**src/rtl/vx_raster_quad_compact_if.sv**
```systemverilog
// Bundle-in / quad-out handshake bundle for the raster quad compactor.
//   Producer side : valid_in, ready_in, pid_in, overlap_in, mask_in, xloc_in, yloc_in, bcoords_in
//   Consumer side : valid_out, ready_out, pid_out, mask_out, xloc_out, yloc_out, bcoords_out
// Modport slave is the compactor itself; modport master is the environment that
// feeds bundles and consumes quads.
interface vx_raster_quad_compact_if #(
    parameter int NUM_QUADS        = 4,
    parameter int RASTER_PID_BITS  = 8,
    parameter int RASTER_DIM_BITS  = 16,
    parameter int RASTER_DATA_BITS = 8
);
    localparam int BC_W = 3 * 4 * RASTER_DATA_BITS;

    logic                                 valid_in;
    logic                                 ready_in;
    logic [RASTER_PID_BITS-1:0]           pid_in;
    logic [NUM_QUADS-1:0]                 overlap_in;
    logic [NUM_QUADS*4-1:0]               mask_in;
    logic [NUM_QUADS*RASTER_DIM_BITS-1:0] xloc_in;
    logic [NUM_QUADS*RASTER_DIM_BITS-1:0] yloc_in;
    logic [NUM_QUADS*BC_W-1:0]            bcoords_in;

    logic                                 valid_out;
    logic                                 ready_out;
    logic [RASTER_PID_BITS-1:0]           pid_out;
    logic [3:0]                           mask_out;
    logic [RASTER_DIM_BITS-1:0]           xloc_out;
    logic [RASTER_DIM_BITS-1:0]           yloc_out;
    logic [BC_W-1:0]                      bcoords_out;

    modport slave (
        input  valid_in, pid_in, overlap_in, mask_in, xloc_in, yloc_in, bcoords_in, ready_out,
        output ready_in, valid_out, pid_out, mask_out, xloc_out, yloc_out, bcoords_out
    );

    modport master (
        output valid_in, pid_in, overlap_in, mask_in, xloc_in, yloc_in, bcoords_in, ready_out,
        input  ready_in, valid_out, pid_out, mask_out, xloc_out, yloc_out, bcoords_out
    );
endinterface

```
**src/rtl/vx_raster_quad_compact.sv**
```systemverilog
// Raster quad compactor: accepts one bundle of NUM_QUADS evaluated quads per
// handshake, drops the quads that do not overlap the primitive and emits the
// overlapping ones one per cycle, lowest index first, with valid/ready
// back-pressure. Bundles with no overlapping quad are swallowed without
// producing any output cycle.
// Ports:
//   clk        : clock
//   reset      : asynchronous active-low reset
//   bus        : bundle input / quad output handshake (slave side)
//   busy       : a bundle is held with quads still pending
//   quad_count : running count of emitted quads (wraps at 2^32)
module vx_raster_quad_compact #(
    parameter string INSTANCE_ID      = "",
    parameter int    NUM_QUADS        = 4,
    parameter int    RASTER_PID_BITS  = 8,
    parameter int    RASTER_DIM_BITS  = 16,
    parameter int    RASTER_DATA_BITS = 8
) (
    input  logic                       clk,
    input  logic                       reset,
    vx_raster_quad_compact_if.slave    bus,
    output logic                       busy,
    output logic [31:0]                quad_count
);
    localparam int BC_W = 3 * 4 * RASTER_DATA_BITS;
    localparam int DW   = RASTER_DIM_BITS;

    typedef enum logic [0:0] {
        ST_EMPTY = 1'b0,
        ST_HOLD  = 1'b1
    } state_t;

    state_t                        state_r;
    logic [NUM_QUADS-1:0]          pending_r;
    logic [RASTER_PID_BITS-1:0]    pid_r;
    logic [NUM_QUADS*4-1:0]        mask_r;
    logic [NUM_QUADS*DW-1:0]       xloc_r;
    logic [NUM_QUADS*DW-1:0]       yloc_r;
    logic [NUM_QUADS*BC_W-1:0]     bcoords_r;
    logic [31:0]                   quad_count_r;

    logic [NUM_QUADS-1:0]          sel_onehot_s;
    logic [NUM_QUADS-1:0]          pending_nxt_s;
    logic                          valid_out_s;
    logic                          ready_in_s;
    logic                          fire_in_s;
    logic                          fire_out_s;
    logic                          load_s;
    logic [3:0]                    mask_sel_s;
    logic [DW-1:0]                 xloc_sel_s;
    logic [DW-1:0]                 yloc_sel_s;
    logic [BC_W-1:0]               bcoords_sel_s;

    // Isolates the lowest set bit: v & (-v).
    function automatic logic [NUM_QUADS-1:0] lowest_onehot(input logic [NUM_QUADS-1:0] v);
        logic [NUM_QUADS-1:0] one_v;
        one_v    = {NUM_QUADS{1'b0}};
        one_v[0] = 1'b1;
        return v & (~v + one_v);
    endfunction

    // Handshake decode, pending-bit retirement and the last-quad bypass for ready_in
    always_comb begin
        sel_onehot_s = lowest_onehot(pending_r);
        valid_out_s  = (state_r == ST_HOLD);
        fire_out_s   = valid_out_s & bus.ready_out;
        if (fire_out_s) begin
            pending_nxt_s = pending_r & ~sel_onehot_s;
        end else begin
            pending_nxt_s = pending_r;
        end
        // In HOLD a new bundle may enter only as the single remaining quad leaves.
        case (state_r)
            ST_EMPTY: ready_in_s = 1'b1;
            ST_HOLD:  ready_in_s = (pending_r == sel_onehot_s) & bus.ready_out;
            default:  ready_in_s = 1'b0;
        endcase
        fire_in_s = bus.valid_in & ready_in_s;
        load_s    = fire_in_s & (bus.overlap_in != {NUM_QUADS{1'b0}});
    end

    // One-hot AND-OR mux of the lowest pending quad; all zero when nothing is pending
    always_comb begin
        mask_sel_s    = 4'b0000;
        xloc_sel_s    = {DW{1'b0}};
        yloc_sel_s    = {DW{1'b0}};
        bcoords_sel_s = {BC_W{1'b0}};
        for (int i = 0; i < NUM_QUADS; i++) begin
            mask_sel_s    = mask_sel_s    | ({4{sel_onehot_s[i]}}    & mask_r[i*4 +: 4]);
            xloc_sel_s    = xloc_sel_s    | ({DW{sel_onehot_s[i]}}   & xloc_r[i*DW +: DW]);
            yloc_sel_s    = yloc_sel_s    | ({DW{sel_onehot_s[i]}}   & yloc_r[i*DW +: DW]);
            bcoords_sel_s = bcoords_sel_s | ({BC_W{sel_onehot_s[i]}} & bcoords_r[i*BC_W +: BC_W]);
        end
    end

    // Bundle storage, pending tracking, state and emitted-quad counter
    always_ff @(posedge clk or negedge reset) begin
        if (!reset) begin
            state_r      <= ST_EMPTY;
            pending_r    <= {NUM_QUADS{1'b0}};
            pid_r        <= {RASTER_PID_BITS{1'b0}};
            mask_r       <= {(NUM_QUADS*4){1'b0}};
            xloc_r       <= {(NUM_QUADS*DW){1'b0}};
            yloc_r       <= {(NUM_QUADS*DW){1'b0}};
            bcoords_r    <= {(NUM_QUADS*BC_W){1'b0}};
            quad_count_r <= 32'd0;
        end else begin
            if (load_s) begin
                pid_r     <= bus.pid_in;
                mask_r    <= bus.mask_in;
                xloc_r    <= bus.xloc_in;
                yloc_r    <= bus.yloc_in;
                bcoords_r <= bus.bcoords_in;
                pending_r <= bus.overlap_in;
                state_r   <= ST_HOLD;
            end else begin
                pending_r <= pending_nxt_s;
                state_r   <= (pending_nxt_s != {NUM_QUADS{1'b0}}) ? ST_HOLD : ST_EMPTY;
            end
            if (fire_out_s) begin
                quad_count_r <= quad_count_r + 32'd1;
            end else begin
                quad_count_r <= quad_count_r;
            end
        end
    end

    assign bus.ready_in    = ready_in_s;
    assign bus.valid_out   = valid_out_s;
    assign bus.pid_out     = {RASTER_PID_BITS{valid_out_s}} & pid_r;
    assign bus.mask_out    = mask_sel_s;
    assign bus.xloc_out    = xloc_sel_s;
    assign bus.yloc_out    = yloc_sel_s;
    assign bus.bcoords_out = bcoords_sel_s;
    assign busy            = valid_out_s;
    assign quad_count      = quad_count_r;
endmodule

```
**src/flat_wrapper.sv**
```systemverilog
// flat-port wrapper written by rule: the top's interface ports become plain ports
module vx_raster_quad_compact_flat 
#(
    parameter string INSTANCE_ID      = "",
    parameter int    NUM_QUADS        = 4,
    parameter int    RASTER_PID_BITS  = 8,
    parameter int    RASTER_DIM_BITS  = 16,
    parameter int    RASTER_DATA_BITS = 8
)
  (clk, reset, busy, quad_count, bus_valid_in, bus_pid_in, bus_overlap_in, bus_mask_in, bus_xloc_in, bus_yloc_in, bus_bcoords_in, bus_ready_out, bus_ready_in, bus_valid_out, bus_pid_out, bus_mask_out, bus_xloc_out, bus_yloc_out, bus_bcoords_out);
  vx_raster_quad_compact_if #(.NUM_QUADS(NUM_QUADS), .RASTER_PID_BITS(RASTER_PID_BITS), .RASTER_DIM_BITS(RASTER_DIM_BITS), .RASTER_DATA_BITS(RASTER_DATA_BITS)) bus_i ();
  input  logic clk;
  input  logic reset;
  output logic busy;
  output logic [31:0] quad_count;
  input wire logic [$bits(bus_i.valid_in)-1:0] bus_valid_in;
  input wire logic [$bits(bus_i.pid_in)-1:0] bus_pid_in;
  input wire logic [$bits(bus_i.overlap_in)-1:0] bus_overlap_in;
  input wire logic [$bits(bus_i.mask_in)-1:0] bus_mask_in;
  input wire logic [$bits(bus_i.xloc_in)-1:0] bus_xloc_in;
  input wire logic [$bits(bus_i.yloc_in)-1:0] bus_yloc_in;
  input wire logic [$bits(bus_i.bcoords_in)-1:0] bus_bcoords_in;
  input wire logic [$bits(bus_i.ready_out)-1:0] bus_ready_out;
  output wire logic [$bits(bus_i.ready_in)-1:0] bus_ready_in;
  output wire logic [$bits(bus_i.valid_out)-1:0] bus_valid_out;
  output wire logic [$bits(bus_i.pid_out)-1:0] bus_pid_out;
  output wire logic [$bits(bus_i.mask_out)-1:0] bus_mask_out;
  output wire logic [$bits(bus_i.xloc_out)-1:0] bus_xloc_out;
  output wire logic [$bits(bus_i.yloc_out)-1:0] bus_yloc_out;
  output wire logic [$bits(bus_i.bcoords_out)-1:0] bus_bcoords_out;
  assign bus_i.valid_in = bus_valid_in;
  assign bus_i.pid_in = bus_pid_in;
  assign bus_i.overlap_in = bus_overlap_in;
  assign bus_i.mask_in = bus_mask_in;
  assign bus_i.xloc_in = bus_xloc_in;
  assign bus_i.yloc_in = bus_yloc_in;
  assign bus_i.bcoords_in = bus_bcoords_in;
  assign bus_i.ready_out = bus_ready_out;
  assign bus_ready_in = bus_i.ready_in;
  assign bus_valid_out = bus_i.valid_out;
  assign bus_pid_out = bus_i.pid_out;
  assign bus_mask_out = bus_i.mask_out;
  assign bus_xloc_out = bus_i.xloc_out;
  assign bus_yloc_out = bus_i.yloc_out;
  assign bus_bcoords_out = bus_i.bcoords_out;
  vx_raster_quad_compact #(.INSTANCE_ID(INSTANCE_ID), .NUM_QUADS(NUM_QUADS), .RASTER_PID_BITS(RASTER_PID_BITS), .RASTER_DIM_BITS(RASTER_DIM_BITS), .RASTER_DATA_BITS(RASTER_DATA_BITS)) u_core (.clk(clk), .reset(reset), .bus(bus_i), .busy(busy), .quad_count(quad_count));
endmodule
```
**config.mk**
```make
export PLATFORM = sky130hd
export DESIGN_NAME = vx_raster_quad_compact_flat
export DESIGN_NICKNAME = d
export VERILOG_FILES = /design/src/rtl/vx_raster_quad_compact_if.sv /design/src/rtl/vx_raster_quad_compact.sv /design/src/flat_wrapper.sv
export SDC_FILE = /design/constraint.sdc
export NUM_CORES = 1
export LEC_CHECK = 0
export CAP_MARGIN = 20
export CORE_AREA = 2 2 282 284
export DETAILED_ROUTE_END_ITERATION = 10
export DIE_AREA = 0 0 284 286
export HOLD_SLACK_MARGIN = 0.03
export SLEW_MARGIN = 20
export SYNTH_ARGS = -nofsm -noshare
export SYNTH_HDL_FRONTEND = slang
export SYNTH_SLANG_ARGS = --single-unit
```
**constraint.sdc**
```tcl
create_clock -name clk -period 6.05 [get_ports clk]
set_input_delay 0.605 -clock clk [delete_from_list [all_inputs] [get_ports clk]]
set_output_delay 0.605 -clock clk [all_outputs]
set_load 0.005 [all_outputs]
```
==> results_dict.tcl, run 1 <==
set metrics [dict create \
    dpl_cell_area_um2 34650 \
    syn_avg_cell_area_um2 15.34 \
    clock_pin_slew_of_the_registers_on_the_worst_case_setup_and_hold_paths_ns 0.06 \
    worst_reg2reg_path_endpoint "u_core.bcoords_r[381]$_DFFE_PN0P_" \
    timing.final.crit_share 0.7558 \
    power.clock.fraction 0.208 \
    start_kind "flop" \
    slew_headroom 0.2313 \
    port_buffers 718 \
    grt_util_all_layers 0.1998 \
    share_of_final_layout_standard_cells_stronger_than_drive_strength_1 0.2728 \
    final_hold_viol_count 0 \
    tightest_slew_ns 1.153 \
    maximum_number_of_pins_on_one_net_before_global_route_repair 180 \
    synthXorXnorAreaFrac 0.009965 \
    drt-vias-per-instance 5.036 \
    synth_largest_type_area_fraction 0.5263 \
    via_count_of_the_first_global_routing_pass 19590 \
    clock_insertion_delay_worst_skew_ns 0.58 \
    crit_path_buffers_inverters 2 \
    cts_buffer_depth 3 \
    synth_area_um2 27250 \
    die_y_um 286 \
    synthSimpleGateAreaFrac 0.01672 \
    core-area_um2 78360 \
    synth_fp_nets 2321 \
    synth_top_cell_by_area "sky130_fd_sc_hd__dfrtp_1" \
    synth_fa_ha_area_frac 0.0008266 \
    cts-hold-fix-buffers 0 \
    max-cap-violations 0 \
    fraction_of_synthesis_flops_using_an_asynchronous_set_or_reset_pin 1.000 \
    critical_path_fanout_max 72 \
    leakagePower_nw 15.59 \
    cts-root-buf "sky130_fd_sc_hd__clkbuf_16" \
    timing.setup.tns_ns 0 \
    fraction_of_the_mapped_netlist_area_in_compound_gates 0.1008 \
    final.min_clock_period_ns 4.573 \
    rsz0062_at_grt "no" \
    fin_nets 2994 \
    remaining_drc_errors 0 \
    synth_top_family_by_area "multiplexers" \
    post-cts-setup-buffers 0 \
    cpLargestDelayFamily "buffers and inverters" \
    critical_path_data_arrival_time_ns 3.97 \
    dp_hpwl_um 56170 \
    fin_skew_ns 0.02249 \
    run_status "finished, final reports clean" \
    rrSetupSlack_ns 2.36 \
    intPower_mw 13.62 \
    synth_seq_cells 573 \
    total_routed_length_um 83000 \
    netSwitchingFraction 0.3156 \
    worst-setup-path-type "reg2out" \
    rows 103 \
    pwr-share-comb 0.434 \
    drt_pre_antenna_iters 5 \
    crit_path_end_kind "output port" \
    crit_chain "buf_4, a22oi_1, o21ai_0, clkdlybuf4s50_1" \
    powerDensity_nw_per_um2 538.7 \
    initialDrtViolationCount 1016 \
    final-max-slew-violation-count 0 \
    cts_made_buffers 67 \
    ios 719 \
    timing.fmax_mhz 218.7 \
    netSwitchingPower_mw 6.281 \
    synthTopCellsByArea "sky130_fd_sc_hd__dfrtp_1 53%, sky130_fd_sc_hd__mux2_4 27%, sky130_fd_sc_hd__a22oi_1 7.3%" \
    r2r-start "u_core.pending_r[0]$_DFF_PN0_" \
    seq_power_share 0.358 \
    grt_overflow 0 \
    cts_resized 0 \
    yosysWarnings 0 \
    die_area_um2 81220 \
    initial_utilization 0.3477 \
    avgRoutedWirePerCell_um 23.30 \
    grt_antenna_before_repair 24 \
    die_w_um 284 \
    synth.lib_cells_used.distinct 39 \
    weighted_congestion_at_the_end_of_routability_driven_global_placement 0.8948 \
    synth_edf_count 0 \
    clock_tree.htree_level_count 3 \
    vias 17950 \
    area_growth_syn_to_layout_pct 35.61 \
    tritoncts_clock_tree "built" \
    slowest_cell_on_the_critical_path "sky130_fd_sc_hd__dfrtp_4" \
    synthCells 1776 \
    vdd.ir_drop.worst_mv 0.2690 \
    hold_path_class "in2async" \
    grt_pass1_wl_um 125600 \
    power_mw 19.90 \
    antenna_left 0 \
    layout.cell_area.non_filler_um2 36950 \
    synth-seq-area-share 0.5263 \
    worst_setup_path_startpoint "u_core.pending_r[1]$_DFF_PN0_" \
    worst_ep_required_ns 5.44 \
    synthMuxAreaShare 0.2914 \
    final-setup-viol-count 0 \
    highest_cell_delay_on_the_worst_timing_path_ns 1.07 \
    r2r_cells 6 \
    synthFlopType "sky130_fd_sc_hd__dfrtp_1" \
    clock_sink_count 573 \
]
==> logic make-up (layout without fill, tap and decap cells) <==
group / count (synthesis) / count (layout)
fa+ha+maj: 2 / 2
compound gates: 407 / 407
buf+inv: 147 / 867
flops: 573 / 573
xor+xnor: 31 / 31
other cells: 0 / 17
simple gates: 76 / 76
mux: 540 / 540
==> state kept, by name, summed over array words and instances, names as in the netlist <==
signal,flops
u_core.pending_r,4
u_core.bus.valid_out,1
u_core.quad_count,32
u_core.xloc_r,64
u_core.pid_r,8
u_core.yloc_r,64
u_core.mask_r,16
u_core.bcoords_r,384
==> worst max-delay path by stage <==
stage / to / depth (start not counted) / slack, ns
after floorplan: bus_bcoords_out[48] / 6 / 3.71
after global placement: bus_bcoords_out[38] / 4 / 2.15
after detailed placement: bus_bcoords_out[19] / 4 / 2.17
after CTS: bus_bcoords_out[19] / 4 / 1.51
after global routing: bus_bcoords_out[22] / 4 / 1.36
final: bus_bcoords_out[67] / 4 / 1.48
==> power by group through the flow <==
stage,sequential (mW),clock (mW),combinational (mW)
after floorplan,6.51,0,5.84
after global placement,7.07,0,8.54
after detailed placement,7.13,0,8.65
after CTS,7.11,4.25,8.72
after global routing,7.35,4.44,9.21
final,7.12,4.14,8.64
==> Yosys cell counts (4+ instances only) <==
master,instances
sky130_fd_sc_hd__nor3_1,4
sky130_fd_sc_hd__and2_1,10
sky130_fd_sc_hd__buf_4,6
sky130_fd_sc_hd__and3_1,4
sky130_fd_sc_hd__and4_1,5
sky130_fd_sc_hd__nor4_1,4
sky130_fd_sc_hd__mux2_2,41
sky130_fd_sc_hd__xnor2_1,24
sky130_fd_sc_hd__mux2_4,496
sky130_fd_sc_hd__nand4_1,16
sky130_fd_sc_hd__buf_12,55
sky130_fd_sc_hd__nor2_1,5
sky130_fd_sc_hd__inv_1,5
sky130_fd_sc_hd__a22oi_1,264
sky130_fd_sc_hd__o21ai_0,133
sky130_fd_sc_hd__clkbuf_1,76
sky130_fd_sc_hd__dfrtp_1,573
sky130_fd_sc_hd__nand2_1,12
sky130_fd_sc_hd__xor2_1,7
sky130_fd_sc_hd__nand3_1,7
==> through the flow <==
step                        util  hold slack (ns)  setup WS, ns  std cells
after floorplan                -           0.3094         3.713       1776
after global placement    0.4422           0.4809         2.151       3430
after detailed placement  0.4422           0.4884         2.167       3430
after CTS                 0.4710          0.05180         1.512       3546
after global routing      0.4714           0.1040         1.360       3557
final                     0.4715          0.06560         1.477       3563
==> area by class of cell <==
cell class	count	area (um^2)
Antenna cell	17	42.54
Clock buffer	97	1992
Clock inverter	19	267.8
Fill cell	7025	41410
Inverter	5	18.77
Multi-Input combinational cell	1056	11450
Sequential cell	573	14350
Tap cell	1050	1314
Timing Repair Buffer	746	7515
==> layer usage <==
metal / part of all wire / up-vias / routed length [um] / global-route usage
met4: 0.028 / 20 / 2296 / 0.06882
met3: 0.081 / 144 / 6684 / 0.06435
met1: 0.40 / 9174 / 32930 / 0.2400
li1: - / 7954 / - / -
met2: 0.49 / 653 / 40970 / 0.3375
met5: 0.0015 / - / 124 / 0
==> cell usage in the layout (no fill, tap or decap), drive strengths merged, types with 2 or more instances in the layout <==
cell           count
a211oi             2
a22oi            264
and2              10
and3               4
and4               5
buf               29
bufinv             5
clkbuf            97
clkdlybuf4s50    717
clkinv            13
dfrtp            573
diode             17
inv                5
mux2             537
mux2i              3
nand2             12
nand3              7
nand4             16
nand4b             3
nor2               5
nor3               4
nor4               5
o21ai            134
o22ai              2
o41ai              2
or2                2
xnor2             24
xor2               7
No activity file was read; power rests on OpenSTA's default activity.
==> run 2, diff against run 1 <==
--- a/config.mk
+++ b/config.mk
@@ -6,9 +6,9 @@
 export NUM_CORES = 1
 export LEC_CHECK = 0
 export CAP_MARGIN = 20
-export CORE_AREA = 2 2 282 284
+export CORE_AREA = 2 2 277 279
 export DETAILED_ROUTE_END_ITERATION = 10
-export DIE_AREA = 0 0 284 286
+export DIE_AREA = 0 0 279 281
 export HOLD_SLACK_MARGIN = 0.03
 export SLEW_MARGIN = 20
 export SYNTH_ARGS = -nofsm -noshare
==> constraint.sdc (replaced) <==
create_clock -name clk -period 4.62 [get_ports clk]
set_input_delay 0.462 -clock clk [delete_from_list [all_inputs] [get_ports clk]]
set_output_delay 0.462 -clock clk [all_outputs]
set_load 0.005 [all_outputs]
==> results_dict.tcl, run 2 (synthesis gave the netlist of run 1 again) <==
set metrics [dict create \
    mostFrequentLayoutCell "sky130_fd_sc_hd__clkdlybuf4s50_1" \
    antenna_left 0 \
    ios 719 \
    die_y_um 281 \
    vdd.ir_drop.worst_mv 0.4710 \
    n_fill_cell 6420 \
    via_count_of_the_first_global_routing_pass 19680 \
    stdcell_count 3506 \
    final-max-slew-violation-count 0 \
    slew_headroom 0.2769 \
    initialDrtViolationCount 1028 \
    maximum_number_of_pins_on_one_net_before_global_route_repair 133 \
    hold_path_class "in2reg" \
    hold_slack_ns 0.4607 \
    timing.setup.tns_ns 0 \
    drt-vias-per-instance 5.135 \
    placedCellCount 3358 \
    seqCellArea_um2 14350 \
    timing.final.crit_share 0.8340 \
    final_hold_viol_count 0 \
    grt_overflow 0 \
    start_kind "flop" \
    fin_nets 2997 \
    top_regs "u_core.bcoords_r (384), u_core.xloc_r (64), u_core.yloc_r (64)" \
    area_of_the_multi_input_gates_um2 11450 \
    port_buffers 718 \
    clock_tree.htree_level_count 3 \
    core-area_um2 75440 \
    cts-root-buf "sky130_fd_sc_hd__clkbuf_16" \
    final.min_clock_period_ns 3.853 \
    worst_ep_required_ns 4.16 \
    worst-setup-path-type "reg2out" \
    max-cap-violations 0 \
    fin_skew_ns 0.02343 \
    remaining_drc_errors 0 \
    final-setup-viol-count 0 \
    leakagePower_nw 15.67 \
    critical_path_fanout_max 132 \
    cts_buffer_depth 3 \
    cts_made_buffers 69 \
    clock_insertion_delay_worst_skew_ns 0.61 \
    tritoncts_clock_tree "built" \
    tightest_slew_ns 1.085 \
    avgRoutedWirePerCell_um 23.99 \
    die_area_um2 78400 \
    critical_path_data_arrival_time_ns 3.39 \
    initial_utilization 0.3611 \
    grt_pass1_wl_um 125500 \
    rows 101 \
    total_routed_length_um 84090 \
    final_cell_mix "717 x sky130_fd_sc_hd__clkdlybuf4s50_1, 571 x sky130_fd_sc_hd__dfrtp_1, 496 x sky130_fd_sc_hd__mux2_4, 264 x sky130_fd_sc_hd__a22oi_1, 133 x sky130_fd_sc_hd__o21ai_0" \
    grt_antenna_before_repair 39 \
    run_status "finished, final reports clean" \
    largest_register "u_core.bcoords_r" \
    crit_path_end_kind "output port" \
    dp_hpwl_um 57690 \
    drt_pre_antenna_iters 5 \
    rsz0062_at_grt "no" \
    weighted_congestion_at_the_end_of_routability_driven_global_placement 0.9052 \
    die_w_um 279 \
    clock_pin_slew_of_the_registers_on_the_worst_case_setup_and_hold_paths_ns 0.06 \
    area_growth_syn_to_layout_pct 36.02 \
    timing.fmax_mhz 259.5 \
    powerDensity_nw_per_um2 712.2 \
    largest_register_ff_count 384 \
    clock_sink_count 573 \
    share_of_final_layout_standard_cells_stronger_than_drive_strength_1 0.2723 \
    grt_util_all_layers 0.2099 \
    vias 18000 \
]
run 2: changes by cell type in the layout (fill, tap and decap cells not counted), sizes merged, moves of 2 or more:
cell / previous run / this run
clkinv: 13 / 10
inv: 5 / 10
bufinv: 5 / 7
diode: 17 / 23
clkbuf: 97 / 102
run 2: worst max-delay path, stage by stage (launching register included):
cell and delay, ns:
sky130_fd_sc_hd__dfrtp_4 0.68, sky130_fd_sc_hd__nor4b_4 0.39, sky130_fd_sc_hd__buf_12 0.52, sky130_fd_sc_hd__a22oi_1 0.17, sky130_fd_sc_hd__o21ai_0 0.16, sky130_fd_sc_hd__clkdlybuf4s50_1 0.60
run 2: area by class of cell:
cell class / count / share of cell area
Antenna cell: 23 / 0.001553
Clock buffer: 102 / 0.05463
Clock inverter: 22 / 0.009791
Inverter: 5 / 0.0005064
Multi-Input combinational cell: 1056 / 0.3090
Sequential cell: 573 / 0.3871
Tap cell: 978 / 0.03302
Timing Repair Buffer: 747 / 0.2044
run 2: repair_timing:
item                      in CTS  in global routing
buffers inserted               0                  0
hold endpoints to repair      75                  0
hold buffers                   1                  0
gates resized for setup        0                  0
run 2: layer usage:
layer	share of wire	global-route usage	up-vias
met5	0.0026	0	-
met4	0.040	0.1002	32
met3	0.077	0.06775	189
met2	0.48	0.3383	645
met1	0.40	0.2545	9163
li1	-	-	7975
run 2: final timing paths:
kind                                                    from                                 to  slack (ns)  depth (start not counted)
setup / recovery               u_core.pending_r[0]$_DFF_PN0_                bus_bcoords_out[44]        0.77                          5
hold / removal                               bus_yloc_in[28]      u_core.yloc_r[28]$_DFFE_PN0P_        0.46                          2
setup reg to reg               u_core.pending_r[1]$_DFF_PN0_       u_core.mask_r[0]$_DFFE_PN0P_        1.44                          7
hold reg to reg            u_core.quad_count[31]$_DFFE_PN0P_  u_core.quad_count[31]$_DFFE_PN0P_        0.48                          1
max in group asynchronous                              reset  u_core.bcoords_r[312]$_DFFE_PN0P_        2.88                          3
min in group asynchronous                              reset   u_core.bcoords_r[89]$_DFFE_PN0P_        0.50                          2
run 2: report_power, final:
group          switching, mW  leakage [nW]  internal, mW
Sequential              1.75          6.77          7.50
Combinational           4.35          7.73          7.09
Clock                   2.23          1.17          3.46
run 2: stage by stage:
step / total power [mW] / utilization / worst slack [ns] / cell area (um^2)
2_1_floorplan: 16.18 / - / 2.426 / 27250
3_3_place_gp: 20.50 / 0.4587 / 1.366 / 34610
3_5_place_dp: 20.69 / 0.4587 / 1.374 / 34610
4_1_cts: 26.61 / 0.4905 / 0.7153 / 37000
5_1_grt: 27.77 / 0.4911 / 0.6504 / 37050
6_report: 26.40 / 0.4912 / 0.7671 / 37060
